$ cat config.mk
export PLATFORM = sky130hd
export DESIGN_NAME = serial_subtractor_8bit
export DESIGN_NICKNAME = d
export VERILOG_FILES = /design/src/rtl/arith_pkg.sv /design/src/rtl/full_subtractor.sv /design/src/rtl/serial_subtractor_8bit.sv
export SDC_FILE = /design/constraint.sdc
export NUM_CORES = 1
export LEC_CHECK = 0
export CAP_MARGIN = 20
export CORE_MARGIN = 4
export CORE_UTILIZATION = 50
export CTS_CLUSTER_SIZE = 10
export DETAILED_ROUTE_END_ITERATION = 6
export GPL_TIMING_DRIVEN = 0
export HOLD_SLACK_MARGIN = 0.03
export PLACE_DENSITY = 0.77
export SETUP_SLACK_MARGIN = 0.3
export SYNTH_ARGS = -nofsm -noshare
export SYNTH_HDL_FRONTEND = slang
export SYNTH_SLANG_ARGS = --single-unit
export TNS_END_PERCENT = 1
$ cat constraint.sdc
create_clock -name clk -period 3.4 [get_ports clk]
set_input_delay 0.34 -clock clk [delete_from_list [all_inputs] [get_ports clk]]
set_output_delay 0.34 -clock clk [all_outputs]
set_load 0.01 [all_outputs]
$ cat src/rtl/arith_pkg.sv
// Shared arithmetic-datapath definitions.
// Provides the operand width and the state type of the bit-serial subtractor.
package arith_pkg;

    localparam int unsigned WIDTH = 8;

    typedef enum logic [1:0] {
        S_IDLE = 2'd0,
        S_RUN  = 2'd1,
        S_DONE = 2'd2
    } state_t;

endpackage

$ cat src/rtl/full_subtractor.sv
// Single-bit full subtractor: d = x - y - bi, with borrow out.
// Ports:
//   x  - minuend bit
//   y  - subtrahend bit
//   bi - borrow in
//   d  - difference bit
//   bo - borrow out
module full_subtractor (
    input  logic x,
    input  logic y,
    input  logic bi,
    output logic d,
    output logic bo
);

    assign d  = x ^ y ^ bi;
    assign bo = (~x & y) | (~(x ^ y) & bi);

endmodule

$ cat src/rtl/serial_subtractor_8bit.sv
// Bit-serial 8-bit subtractor, D = a - b - bin, one bit per clock, LSB first.
// Ports:
//   clk   - clock, rising edge
//   rst   - synchronous active-high reset
//   start - request, accepted when ready=1
//   a, b  - minuend / subtrahend, sampled on the accepting edge
//   bin   - borrow in, sampled on the accepting edge
//   ready - idle or done, can accept start
//   done  - one-cycle pulse, results valid
//   D     - registered difference
//   bout  - borrow out of bit 7
//   ovf   - signed overflow
//   zero  - D == 0
module serial_subtractor_8bit
    import arith_pkg::*;
(
    input  logic             clk,
    input  logic             rst,
    input  logic             start,
    input  logic [WIDTH-1:0] a,
    input  logic [WIDTH-1:0] b,
    input  logic             bin,
    output logic             ready,
    output logic             done,
    output logic [WIDTH-1:0] D,
    output logic             bout,
    output logic             ovf,
    output logic             zero
);

    state_t           state_q, state_d;
    logic [2:0]       cnt_q, cnt_d;
    logic [WIDTH-1:0] a_sh_q, a_sh_d;
    logic [WIDTH-1:0] b_sh_q, b_sh_d;
    logic [WIDTH-1:0] res_q, res_d;
    logic             br_q, br_d;
    logic [WIDTH-1:0] D_q, D_d;
    logic             bout_q, bout_d;
    logic             ovf_q, ovf_d;
    logic             zero_q, zero_d;

    logic             cell_d;
    logic             cell_bo;
    logic [WIDTH-1:0] res_next;

    full_subtractor u_fs (
        .x  (a_sh_q[0]),
        .y  (b_sh_q[0]),
        .bi (br_q),
        .d  (cell_d),
        .bo (cell_bo)
    );

    // New difference bit enters at the MSB; after 8 shifts bit 0 sits at the LSB.
    assign res_next = {cell_d, res_q[WIDTH-1:1]};

    always_ff @(posedge clk) begin
        if (rst) begin
            state_q <= S_IDLE;
            cnt_q   <= '0;
            a_sh_q  <= '0;
            b_sh_q  <= '0;
            res_q   <= '0;
            br_q    <= 1'b0;
            D_q     <= '0;
            bout_q  <= 1'b0;
            ovf_q   <= 1'b0;
            zero_q  <= 1'b0;
        end else begin
            state_q <= state_d;
            cnt_q   <= cnt_d;
            a_sh_q  <= a_sh_d;
            b_sh_q  <= b_sh_d;
            res_q   <= res_d;
            br_q    <= br_d;
            D_q     <= D_d;
            bout_q  <= bout_d;
            ovf_q   <= ovf_d;
            zero_q  <= zero_d;
        end
    end

    always_comb begin
        state_d = state_q;
        cnt_d   = cnt_q;
        a_sh_d  = a_sh_q;
        b_sh_d  = b_sh_q;
        res_d   = res_q;
        br_d    = br_q;
        D_d     = D_q;
        bout_d  = bout_q;
        ovf_d   = ovf_q;
        zero_d  = zero_q;

        case (state_q)
            S_RUN: begin
                a_sh_d = a_sh_q >> 1;
                b_sh_d = b_sh_q >> 1;
                res_d  = res_next;
                br_d   = cell_bo;
                cnt_d  = cnt_q + 3'd1;
                if (cnt_q == 3'd7) begin
                    // br_q here is the borrow into bit 7.
                    D_d     = res_next;
                    bout_d  = cell_bo;
                    ovf_d   = br_q ^ cell_bo;
                    zero_d  = (res_next == '0);
                    state_d = S_DONE;
                end
            end
            S_IDLE, S_DONE: begin
                state_d = S_IDLE;
                if (start) begin
                    a_sh_d  = a;
                    b_sh_d  = b;
                    br_d    = bin;
                    res_d   = '0;
                    cnt_d   = '0;
                    state_d = S_RUN;
                end
            end
            default: state_d = S_IDLE;
        endcase
    end

    assign ready = (state_q != S_RUN);
    assign done  = (state_q == S_DONE);
    assign D     = D_q;
    assign bout  = bout_q;
    assign ovf   = ovf_q;
    assign zero  = zero_q;

endmodule

# == Word-level counts from Yosys, hierarchy flattened ==
# Cells that the tools add are included.
# op_classes
n_eq_ne,6
n_reduce_logical,6
add_sub_neg,1
bitwise_logic,8
n_mux,13
# ops
cell,count
$pmux 8 s2,3
$mux 8,3
$logic_not 8->1,1
$pmux 3 s2,1
$ne 2x2->1 const B,2
$pmux 2 s2,1
$reduce_and 2->1,2
$add 3x1->3 const B,1
$eq 3x3->1 const B,1
$mux 3,1
$xor 1x1->1,3
$and 1x1->1,2
$eq 2x1->1 const B,1
$eq 2x2->1 const B,1
$logic_not 2->1,1
$mux 1,2
$mux 2,1
$ne 2x1->1 const B,1
$not 1->1,2
$pmux 1 s2,1
$reduce_bool 2->1,1
$reduce_or 2->1,1
$or 1x1->1,1
# totals
inputBits,20
reg_bits,41

# == Logic depth before layout (Yosys ltp) ==
# logic_depth
word_depth,5
ltp_mapped,7

# == By module ==
# Synthesis repeated with hierarchy kept, for this count alone.
# unflattened
cells_unflattened,189
hier_area_um2,1766.7
# modules_own_cells
module,seq_area_each_um2,cells_per_inst,area_per_inst_um2,instances
serial_subtractor_8bit,800.8,185,1735.4,1
full_subtractor,0.0,4,31.3,1

# == Worst setup path after synthesis ==
# No wires, ideal clock.
# synth_path
path_kind,register -> register
start,register b_sh_q[0]
end,"register zero_q, in the netlist zero"
path_buffers,0
setup_slack_ns,2.108
t_required_ns,3.329
setup_time_ns,0.071
arrival_time_ns,1.222
path_stages_with_launch,6
synth_period_minus_slack_ns,1.292
path_cell_list,dfxtp_1 inv_1 fa_1 nor4_1 nand3_1 a21oi_1
# synth_between
elab_chain_len,3
# synth_lines
item,line_no,text
"start, declared",serial_subtractor_8bit.sv:34,"logic [WIDTH-1:0] b_sh_q, b_sh_d;"
"start signal, assigned",serial_subtractor_8bit.sv:73,b_sh_q <= b_sh_d;
$xor 1x1->1 (2 in a row),full_subtractor.sv:16,assign d = x ^ y ^ bi;
named net cell_d,serial_subtractor_8bit.sv:42,logic cell_d;
$logic_not 8->1,serial_subtractor_8bit.sv:107,zero_d = (res_next == '0);
"end signal, assigned",serial_subtractor_8bit.sv:79,zero_q <= zero_d;
"end, declared",serial_subtractor_8bit.sv:40,"logic zero_q, zero_d;"
# The timed path passes the listed nets, and every way through them passes these cells.
# A chain may end at the register's enable or synchronous reset.

# == Worst setup path after layout ==
# layout_path
start,register state_q[0]
end,output port ready
# layout_between
elab_chain_len,1
# layout_lines
item,line_no,text
"start, declared",serial_subtractor_8bit.sv:31,"state_t state_q, state_d;"
"start signal, assigned",serial_subtractor_8bit.sv:70,state_q <= state_d;
$ne 2x1->1,serial_subtractor_8bit.sv:126,assign ready = (state_q != S_RUN);
"end, declared",serial_subtractor_8bit.sv:23,"output logic ready,"
# No other way between the ends.

==> flow_metrics.env <==
export IMPL_critical_path_startpoint="state_q[0]"
export IMPL_max_freq_mhz=472.9
export IMPL_areaGrowthSynthToFinish_pct=24.53
export IMPL_wl_per_cell_um=13.50
export IMPL_drt_iter0_drc=94
export IMPL_min_period_over_period_pct=62.19
export IMPL_fin_area_sq_um=2255
export IMPL_postCtsSetupBuffers=0
export IMPL_post_cts_resized=0
export IMPL_clock_sinks=40
export IMPL_dieWidth_um=68.18
export IMPL_slew_headroom_pct=59.29
export IMPL_crit_required_ns=3.06
export IMPL_gp_congestion=0.8355
export IMPL_fp_dieH_um=68.18
export IMPL_syn_nets=214
export IMPL_placed_area_sq_um=2178
export IMPL_synth_area_sq_um=1810
export IMPL_power_leakage_nw=0.8054
export IMPL_die_area_sq_um=4648
export IMPL_synth_fa_ha_area_share_pct=2.488
export IMPL_muxShareOfSynthArea_pct=9.399
export IMPL_nets=252
export IMPL_status="finished, final reports clean"
export IMPL_startpoint_type="register"
export IMPL_root_buffer="clkbuf_4"
export IMPL_synth_cell_type_count=28
export IMPL_diodes=0
export IMPL_clk_latency_ns=0.35
export IMPL_cts_buffer_depth=2
export IMPL_drive_above_1_share_pct=14.78
export IMPL_route_detailed_drc=0
export IMPL_final_util_pct=66.01
export IMPL_fin_skew_ns=0.01519
export IMPL_synthSimpleGateAreaFrac_pct=19.07
export IMPL_cap_violations=0
export IMPL_ys_seq_area_share_pct=44.23
export IMPL_grt_usage_pct=18.93
export IMPL_endpoint_kind="output port"
export IMPL_crit_type="reg -> out"
export IMPL_hpwl_mm=2.780
export IMPL_grt_pass1_wl_mm=6.417
export IMPL_drv_slew=0
export IMPL_synth_async_reset_ratio_pct=0
export IMPL_postSynthAreaPerCell_sq_um=9.479
export IMPL_crit_arrival_ns=1.77
export IMPL_synth_top_family_by_area="simple AND/OR/NAND/NOR gates"
export IMPL_peakVddDrop_mv=0.2962
export IMPL_cellPowerDensity_nw_per_um2=443.1
export IMPL_cp_max_fo=10
export IMPL_yosysWarnings=0
export IMPL_finalSetupViolations=0
export IMPL_rsz0062_at_grt="no"
export IMPL_synth_xor_area_share_pct=0.4838
export IMPL_tns_ns=0
export IMPL_ys_ff_latch=40
export IMPL_syn_inst=191
export IMPL_cts_buffers=5
export IMPL_viasPerCell=5.417
export IMPL_via_count=1495
export IMPL_hold_path_startpoint="rst"
export IMPL_cts_reportedPaths_clkPinSlew_ns=0.13
export IMPL_drt_pass1_iterations=4
export IMPL_start_util_pct=53.00
export IMPL_synth_compound_area_share_pct=16.45
export IMPL_rr_startpoint="br_q"
export IMPL_port_buffers=31
export IMPL_hold_worst_slack_ns=0.3622
export IMPL_antenna_found_initial=0
export IMPL_num_rows=21
export IMPL_tightestPinTransition_ns=0.6107
export IMPL_period_needed_ns=2.114
export IMPL_synth_edff_count=0
export IMPL_coreArea_sq_um=3416
export IMPL_hold_buffers=0
export IMPL_grt_max_degree=13
export IMPL_synth_main_ff_cell="dfxtp_1"
export IMPL_hold_path_class="in -> reg"
export IMPL_ctsHtreeMaxLevel=2
export IMPL_drt_total_wl_mm=3.725
export IMPL_hold_viol=0
export IMPL_drtAntennaViolNets=0
export IMPL_grt_overflow_total=0
export IMPL_cts_tree="done"
export IMPL_top_level_ports=33
export IMPL_grt_pass1_vias=1470
==> critical path, cell delays in order (launching register included) <==
cell and delay (ns):
dfxtp_1 0.33, buf_6 0.12, nor2b_4 0.12, buf_6 0.15, clkinv_8 0.05, buf_6 0.12, clkdlybuf4s50_1 0.54
==> layout by cell type (no fill, tap or decap), drive strengths merged, types with 2 or more instances in the layout <==
cell type	n
a211oi	16
a21oi	20
buf	13
clkbuf	9
clkdlybuf4s50	31
clkinv	2
dfxtp	40
ha	2
inv	3
mux2i	17
nand2	29
nand2b	2
nand3	13
nor2	5
nor2b	2
nor3	15
nor4	2
o21a	3
==> through the flow <==
stage	cells	total power, mW	worst slack (ns)
after floorplan	191	0.6447	2.108
after global placement	268	0.6924	1.674
after detailed placement	268	0.6987	1.618
after CTS	276	1.006	1.274
after global routing	276	1.049	1.209
final	276	0.9990	1.286
==> state kept, by name, summed over array words and instances, names as in the netlist <==
| register | flops |
|---|---|
| D | 8 |
| a_sh_q | 8 |
| b_sh_q | 8 |
| bout | 1 |
| br_q | 1 |
| cnt_q | 3 |
| ovf | 1 |
| res_q | 7 |
| state_q | 2 |
| zero | 1 |
==> report_power, final <==
group / total (mW) / internal (mW) / switching, mW
logic: 0.178 / 0.0876 / 0.0906
registers: 0.510 / 0.494 / 0.0160
clock network: 0.311 / 0.154 / 0.157
==> Yosys cell counts (2+ instances only) <==
cell type,number,area [sq um]
nand2b_1,2,12.51
dfxtp_1,40,800.8
a211oi_2,11,137.6
buf_6,6,67.56
nor2_1,5,18.77
mux2i_1,17,170.2
nand2_1,28,105.1
a21oi_1,20,100.1
nor4_1,2,12.51
inv_1,3,11.26
a211oi_1,5,37.54
nor3_1,15,75.07
ha_1,2,25.02
o21a_1,3,22.52
clkbuf_1,3,11.26
buf_2,5,25.02
nand3_1,13,65.06
==> final timing paths <==
check / end / slack, ns / cells after the start
max: ready / 1.29 / 6
min: D[4] / 0.36 / 2
max reg2reg: zero / 1.92 / 5
min reg2reg: D[4] / 0.46 / 2
==> cell families (layout without fill, tap and decap cells) <==
logic type	Yosys count	in the layout
and+or+nand+nor	71	71
buffers and inverters	20	59
DFF	40	40
muxes	17	17
xor gates and xnor gates	1	1
AOI/OAI and AO/OA	39	39
adders and majority gates	3	3
==> final cells by class <==
cell class,count,area [sq um]
Buffer,16,115.1
Clock buffer,6,41.29
Clock inverter,2,35.03
Fill cell,315,1161
Inverter,4,27.53
Multi-Input combinational cell,131,867.1
Sequential cell,40,800.8
Tap cell,46,57.56
Timing Repair Buffer,31,310.3
==> per-layer routing <==
layer	share of wire, %	vias up	track usage [%]
li1	-	747	-
met1	45	690	23.19
met2	47	49	29.72
met3	5.9	9	6.076
met4	2.2	0	9.429
met5	0	-	0
Note: power is estimated with default switching activity, not from simulation.
